**src/rtl/pdm_audio_tx.sv**
```systemverilog
// PCM-to-PDM audio transmitter.
// Takes signed PCM samples through a one-deep valid/ready queue, generates the
// PDM bit clock (mclk) and drives a first-order sigma-delta bit stream.
// pdm_out is updated on the last clk cycle of each mclk period, which lies
// inside the mclk low phase, so the value is stable when mclk rises.
// When no new sample is queued at a frame boundary, the current sample repeats.
module pdm_audio_tx #(
    parameter int DATA_W  = 16,
    parameter int CLK_DIV = 4,
    parameter int OSR     = 64
) (
    input  logic              clk,
    input  logic              reset,
    input  logic              enable,
    input  logic [DATA_W-1:0] pcm_data,
    input  logic              pcm_valid,
    output logic              pcm_ready,
    output logic              mclk,
    output logic              pdm_out,
    output logic              done,
    output logic              underrun
);

    localparam int DIV_W = (CLK_DIV > 1) ? $clog2(CLK_DIV) : 1;
    localparam int BIT_W = (OSR > 1) ? $clog2(OSR) : 1;

    localparam logic [DIV_W-1:0] DIV_LAST = DIV_W'(CLK_DIV - 1);
    localparam logic [DIV_W-1:0] DIV_HALF = DIV_W'(CLK_DIV / 2);
    localparam logic [DIV_W-1:0] DIV_ONE  = DIV_W'(1);
    localparam logic [BIT_W-1:0] BIT_LAST = BIT_W'(OSR - 1);
    localparam logic [BIT_W-1:0] BIT_ONE  = BIT_W'(1);

    // Signed two's complement to offset binary: flip the sign bit.
    function automatic logic [DATA_W-1:0] to_offset_binary(input logic [DATA_W-1:0] s);
        return {~s[DATA_W-1], s[DATA_W-2:0]};
    endfunction

    logic [DIV_W-1:0]  div_cnt_r;
    logic [BIT_W-1:0]  bit_cnt_r;
    logic [DATA_W-1:0] acc_r;
    logic [DATA_W-1:0] cur_r;
    logic [DATA_W-1:0] next_r;
    logic              next_full_r;
    logic              mclk_r;
    logic              pdm_r;
    logic              done_r;
    logic              underrun_r;

    logic              bit_tick_s;
    logic              frame_end_s;
    logic              accept_s;
    logic [DATA_W-1:0] u_s;
    logic [DATA_W:0]   sum_s;

    // Tick, frame boundary, handshake acceptance and modulator sum for this cycle.
    always_comb begin
        bit_tick_s  = 1'b0;
        frame_end_s = 1'b0;
        accept_s    = 1'b0;
        u_s         = {DATA_W{1'b0}};
        sum_s       = {(DATA_W + 1){1'b0}};

        bit_tick_s  = enable & (div_cnt_r == DIV_LAST);
        frame_end_s = bit_tick_s & (bit_cnt_r == BIT_LAST);
        accept_s    = pcm_valid & ~next_full_r;
        u_s         = to_offset_binary(cur_r);
        sum_s       = {1'b0, acc_r} + {1'b0, u_s};
    end

    // Clock divider and registered mclk; enable low parks both at zero.
    always_ff @(posedge clk or negedge reset) begin
        if (!reset) begin
            div_cnt_r <= {DIV_W{1'b0}};
            mclk_r    <= 1'b0;
        end else if (!enable) begin
            div_cnt_r <= {DIV_W{1'b0}};
            mclk_r    <= 1'b0;
        end else begin
            if (div_cnt_r == DIV_LAST) begin
                div_cnt_r <= {DIV_W{1'b0}};
            end else begin
                div_cnt_r <= div_cnt_r + DIV_ONE;
            end
            mclk_r <= (div_cnt_r < DIV_HALF);
        end
    end

    // Bit counter and first-order sigma-delta accumulator, advanced once per PDM bit.
    always_ff @(posedge clk or negedge reset) begin
        if (!reset) begin
            bit_cnt_r <= {BIT_W{1'b0}};
            acc_r     <= {DATA_W{1'b0}};
            pdm_r     <= 1'b0;
        end else if (!enable) begin
            bit_cnt_r <= {BIT_W{1'b0}};
            acc_r     <= {DATA_W{1'b0}};
            pdm_r     <= 1'b0;
        end else if (bit_tick_s) begin
            acc_r <= sum_s[DATA_W-1:0];
            pdm_r <= sum_s[DATA_W];
            if (bit_cnt_r == BIT_LAST) begin
                bit_cnt_r <= {BIT_W{1'b0}};
            end else begin
                bit_cnt_r <= bit_cnt_r + BIT_ONE;
            end
        end else begin
            bit_cnt_r <= bit_cnt_r;
            acc_r     <= acc_r;
            pdm_r     <= pdm_r;
        end
    end

    // Sample queue: accept into next, move next to cur at a frame boundary, flag done/underrun.
    always_ff @(posedge clk or negedge reset) begin
        if (!reset) begin
            cur_r       <= {DATA_W{1'b0}};
            next_r      <= {DATA_W{1'b0}};
            next_full_r <= 1'b0;
            done_r      <= 1'b0;
            underrun_r  <= 1'b0;
        end else begin
            done_r     <= frame_end_s & next_full_r;
            underrun_r <= frame_end_s & ~next_full_r;
            // Accept only happens while empty, load only while full: never both.
            if (frame_end_s && next_full_r) begin
                cur_r       <= next_r;
                next_full_r <= 1'b0;
            end else if (accept_s) begin
                next_r      <= pcm_data;
                next_full_r <= 1'b1;
            end else begin
                cur_r       <= cur_r;
                next_r      <= next_r;
                next_full_r <= next_full_r;
            end
        end
    end

    assign pcm_ready = ~next_full_r;
    assign mclk      = mclk_r;
    assign pdm_out   = pdm_r;
    assign done      = done_r;
    assign underrun  = underrun_r;

endmodule
```
**config.mk**
```make
export PLATFORM = sky130hd
export DESIGN_NAME = pdm_audio_tx
export DESIGN_NICKNAME = d
export VERILOG_FILES = /design/src/rtl/pdm_audio_tx.sv
export SDC_FILE = /design/constraint.sdc
export NUM_CORES = 1
export LEC_CHECK = 0
export CORE_UTILIZATION = 45
export CTS_CLUSTER_DIAMETER = 30
export CTS_CLUSTER_SIZE = 14
export DETAILED_ROUTE_END_ITERATION = 10
export DONT_BUFFER_PORTS = 1
export GPL_TIMING_DRIVEN = 0
export SYNTH_ARGS = -nofsm -noshare
export SYNTH_HDL_FRONTEND = slang
export SYNTH_SLANG_ARGS = --single-unit
```
**constraint.sdc**
```tcl
create_clock -name clk -period 2.5 [get_ports clk]
set_input_delay 0.25 -clock clk [delete_from_list [all_inputs] [get_ports clk]]
set_output_delay 0.25 -clock clk [all_outputs]
set_load 0.02 [all_outputs]
```
==> impl_metrics.tcl <==
set metrics [dict create \
    drv_slew 0 \
    setup_viol 0 \
    path_max_fanout 3 \
    synth_edf_count 0 \
    dieArea_mm2 0.00722 \
    grt_pass1_vias 2096 \
    viasPerCell 5.32 \
    syn_avg_cell_area_um2 10.2 \
    timing.slew.headroom 0.559 \
    cp-start-kind "register" \
    synth_common_cells "nand2_1 (62), dfrtp_1 (61), nor2_1 (24)" \
    die_h_um 85.0 \
    syn_nets 344 \
    yosysSeqAreaShare 0.493 \
    synth.most_common_cell "nand2_1" \
    grt-ovfl-total 0 \
    grt_max_degree 62 \
    required_ns 2.75 \
    clkTransAtPathRegs_ns 0.07 \
    grt_setup_unrepaired "no" \
    cts_buffers 9 \
    netlist_area_mm2 0.00310 \
    min_period_ns 2.31 \
    cp.depth 9 \
    yosysTopAreaCell "dfrtp_1" \
    powerDensity_mw_per_mm2 548 \
    cts.repair.resized 0 \
    synthCells 305 \
    startpoint "acc_r[0]$_DFFE_PN0P_" \
    ys.warnings.count 0 \
    fin_ws_ns 0.190 \
    skew_ns 0.00715 \
    fp-row-count 29 \
    root_buffer "clkbuf_8" \
    min_path_type "in2reg" \
    crit_path_cell_trace "ha_1 > inv_1 > fa_1 > and2b_4 > o2111ai_2 > a21oi_2 > o41a_1 > xnor2_1 > a211oi_2" \
    status "finished, final reports clean" \
    synthTopCellsByArea "dfrtp_1 (49%), nand2_1 (7.5%), ha_1 (7.3%)" \
    crit_slowest_cell "o41a_1" \
    fin_nets 357 \
    io_buffers 0 \
    grt_pass1_wl_um 10000 \
    antenna_left 0 \
    yosysUniqueCellTypes 47 \
    setup_tns_ns 0 \
    track_usage 0.181 \
    ff2ff_path_depth 9 \
    wire_per_inst_um 14.5 \
    hold_viol 0 \
    synth_flop_cell "dfrtp_1" \
    r2r_end "acc_r[12]$_DFFE_PN0P_" \
    remaining_drc_errors 0 \
    setup.worst_path.end "acc_r[12]$_DFFE_PN0P_" \
    place_ws_ns 0.195 \
    slowest_delay_ns 0.42 \
    firstDrtPassIters 4 \
    rr_startpoint "acc_r[0]$_DFFE_PN0P_" \
    area_growth_pct 9.29 \
    leakagePower_nw 1.66 \
    tightest_slew_ns 0.661 \
    regToRegSetupSlack_ns 0.19 \
    stdcell_area_mm2 0.00339 \
    worstSetupPathType "reg2reg" \
    peakVddDrop_mv 0.484 \
    gp_congestion 0.801 \
    path_delay_family "compound AO/OA/AOI/OAI gates" \
    critPathArrivalTime_ns 2.56 \
    start_util 0.477 \
    htreeDepth 3 \
    fmax_ghz 0.433 \
    drtIter0Drc 57 \
    vias 2116 \
    antenna_found_initial 0 \
    synth_top_area_share 0.493 \
    synth_seq_cells 61 \
    crit_path_end_kind "register" \
    diodes 0 \
    place_area_mm2 0.00320 \
    hpwl_um 4170 \
    tritoncts "done" \
    drt-total-wl_um 5760 \
    core_mm2 0.00649 \
    ios 25 \
    cap_violations 0 \
    drive_gt1_frac 0.128 \
    clock_path_buffers 2 \
    async_flop_share 1.00 \
    post-route-period-util 0.924 \
    insertion_delay_ns 0.33 \
    crit_buf_inv 1 \
    die_w_um 85.0 \
    cts.sinks 61 \
]
how the worst min path moves through the flow:
stage | startpoint | endpoint | slack (ns) | cells after the start
2_1_floorplan | reset | acc_r[0]$_DFFE_PN0P_ | -0.05 | 0
3_3_place_gp | reset | bit_cnt_r[4]$_DFFE_PN0P_ | -0.04 | 0
3_5_place_dp | reset | bit_cnt_r[2]$_DFFE_PN0P_ | -0.04 | 0
4_1_cts | enable | div_cnt_r[1]$_DFF_PN0_ | 0.04 | 1
5_1_grt | pcm_data[4] | next_r[4]$_DFFE_PN0P_ | 0.04 | 1
6_report | enable | div_cnt_r[1]$_DFF_PN0_ | 0.04 | 1
power by group:
part           switching [mW]  leakage (nW)  total [mW]  internal, mW
Combinational          0.0525         0.773      0.0951        0.0426
Sequential             0.0223         0.806        1.05          1.03
Clock                   0.371        0.0767       0.713         0.342
Total                   0.445          1.66        1.86          1.41
kinds of logic after synthesis:
family                     synth area share
xor gates and xnor gates             0.0367
AOI/OAI and AO/OA                     0.128
buffers and inverters                0.0242
DFF                                   0.493
and+or+nand+nor                       0.155
adders and majority gates            0.0791
muxes                                0.0840
state kept, by name, summed over array words and instances (netlist names):
register,flops
acc_r,16
cur_r,16
next_r,16
bit_cnt_r,6
div_cnt_r,2
done,1
mclk,1
next_full_r,1
pdm_out,1
underrun,1
placed cells by master, fill, tap and decap left out, types with 2 or more instances in the layout:
cell type | netlist | layout
nor3_1 | 2 | 2
dfrtp_1 | 61 | 61
o21ai_1 | 3 | 3
clkinv_2 | 0 | 3
nor2_1 | 24 | 24
nand4_1 | 5 | 5
a211oi_1 | 2 | 2
nand3_1 | 3 | 3
nand2_1 | 62 | 62
buf_2 | 3 | 3
a21oi_1 | 14 | 14
o21bai_1 | 2 | 2
inv_1 | 8 | 8
o21ai_0 | 13 | 13
clkinvlp_4 | 0 | 2
mux2i_1 | 8 | 8
a211oi_2 | 2 | 2
mux2_2 | 16 | 16
clkbuf_1 | 6 | 6
and2_1 | 5 | 5
a21o_1 | 6 | 6
xnor2_1 | 7 | 7
ha_1 | 18 | 18
xor2_1 | 6 | 6
clkbuf_8 | 0 | 9
and3_1 | 4 | 4
o21a_1 | 2 | 2
metrics by stage:
stage / total power, mW / hold WS, ns / utilization / std cells
after global routing: 1.94 / 0.0438 / 0.521 / 398
after global placement: 1.14 / -0.0433 / 0.492 / 382
after floorplan: 1.12 / -0.0456 / - / 305
after CTS: 1.89 / 0.0352 / 0.521 / 398
after detailed placement: 1.14 / -0.0433 / 0.492 / 382
final: 1.86 / 0.0448 / 0.521 / 398
layer usage:
metal	vias to the layer above	share of wire	GRT usage
met5	-	0	0
met4	0	0.015	0.0586
met3	9	0.042	0.0623
met2	31	0.43	0.269
met1	994	0.51	0.249
li1	1082	-	-
timing repair:
action,in CTS,in global routing
setup buffers,0,0
hold buffers,2,0
endpoints found under the hold margin,61,0
endpoints found under the setup margin,0,0
layout make-up:
class | instances | area, um^2
tap | 77 | 96.3
clock buffer | 9 | 124
timing repair buffer | 2 | 37.5
fill | 603 | 3110
inverter | 9 | 33.8
multi-input combinational | 225 | 1500
buffer | 10 | 41.3
sequential | 61 | 1530
clock inverter | 5 | 30.0
(Power assumes the default switching activity.)
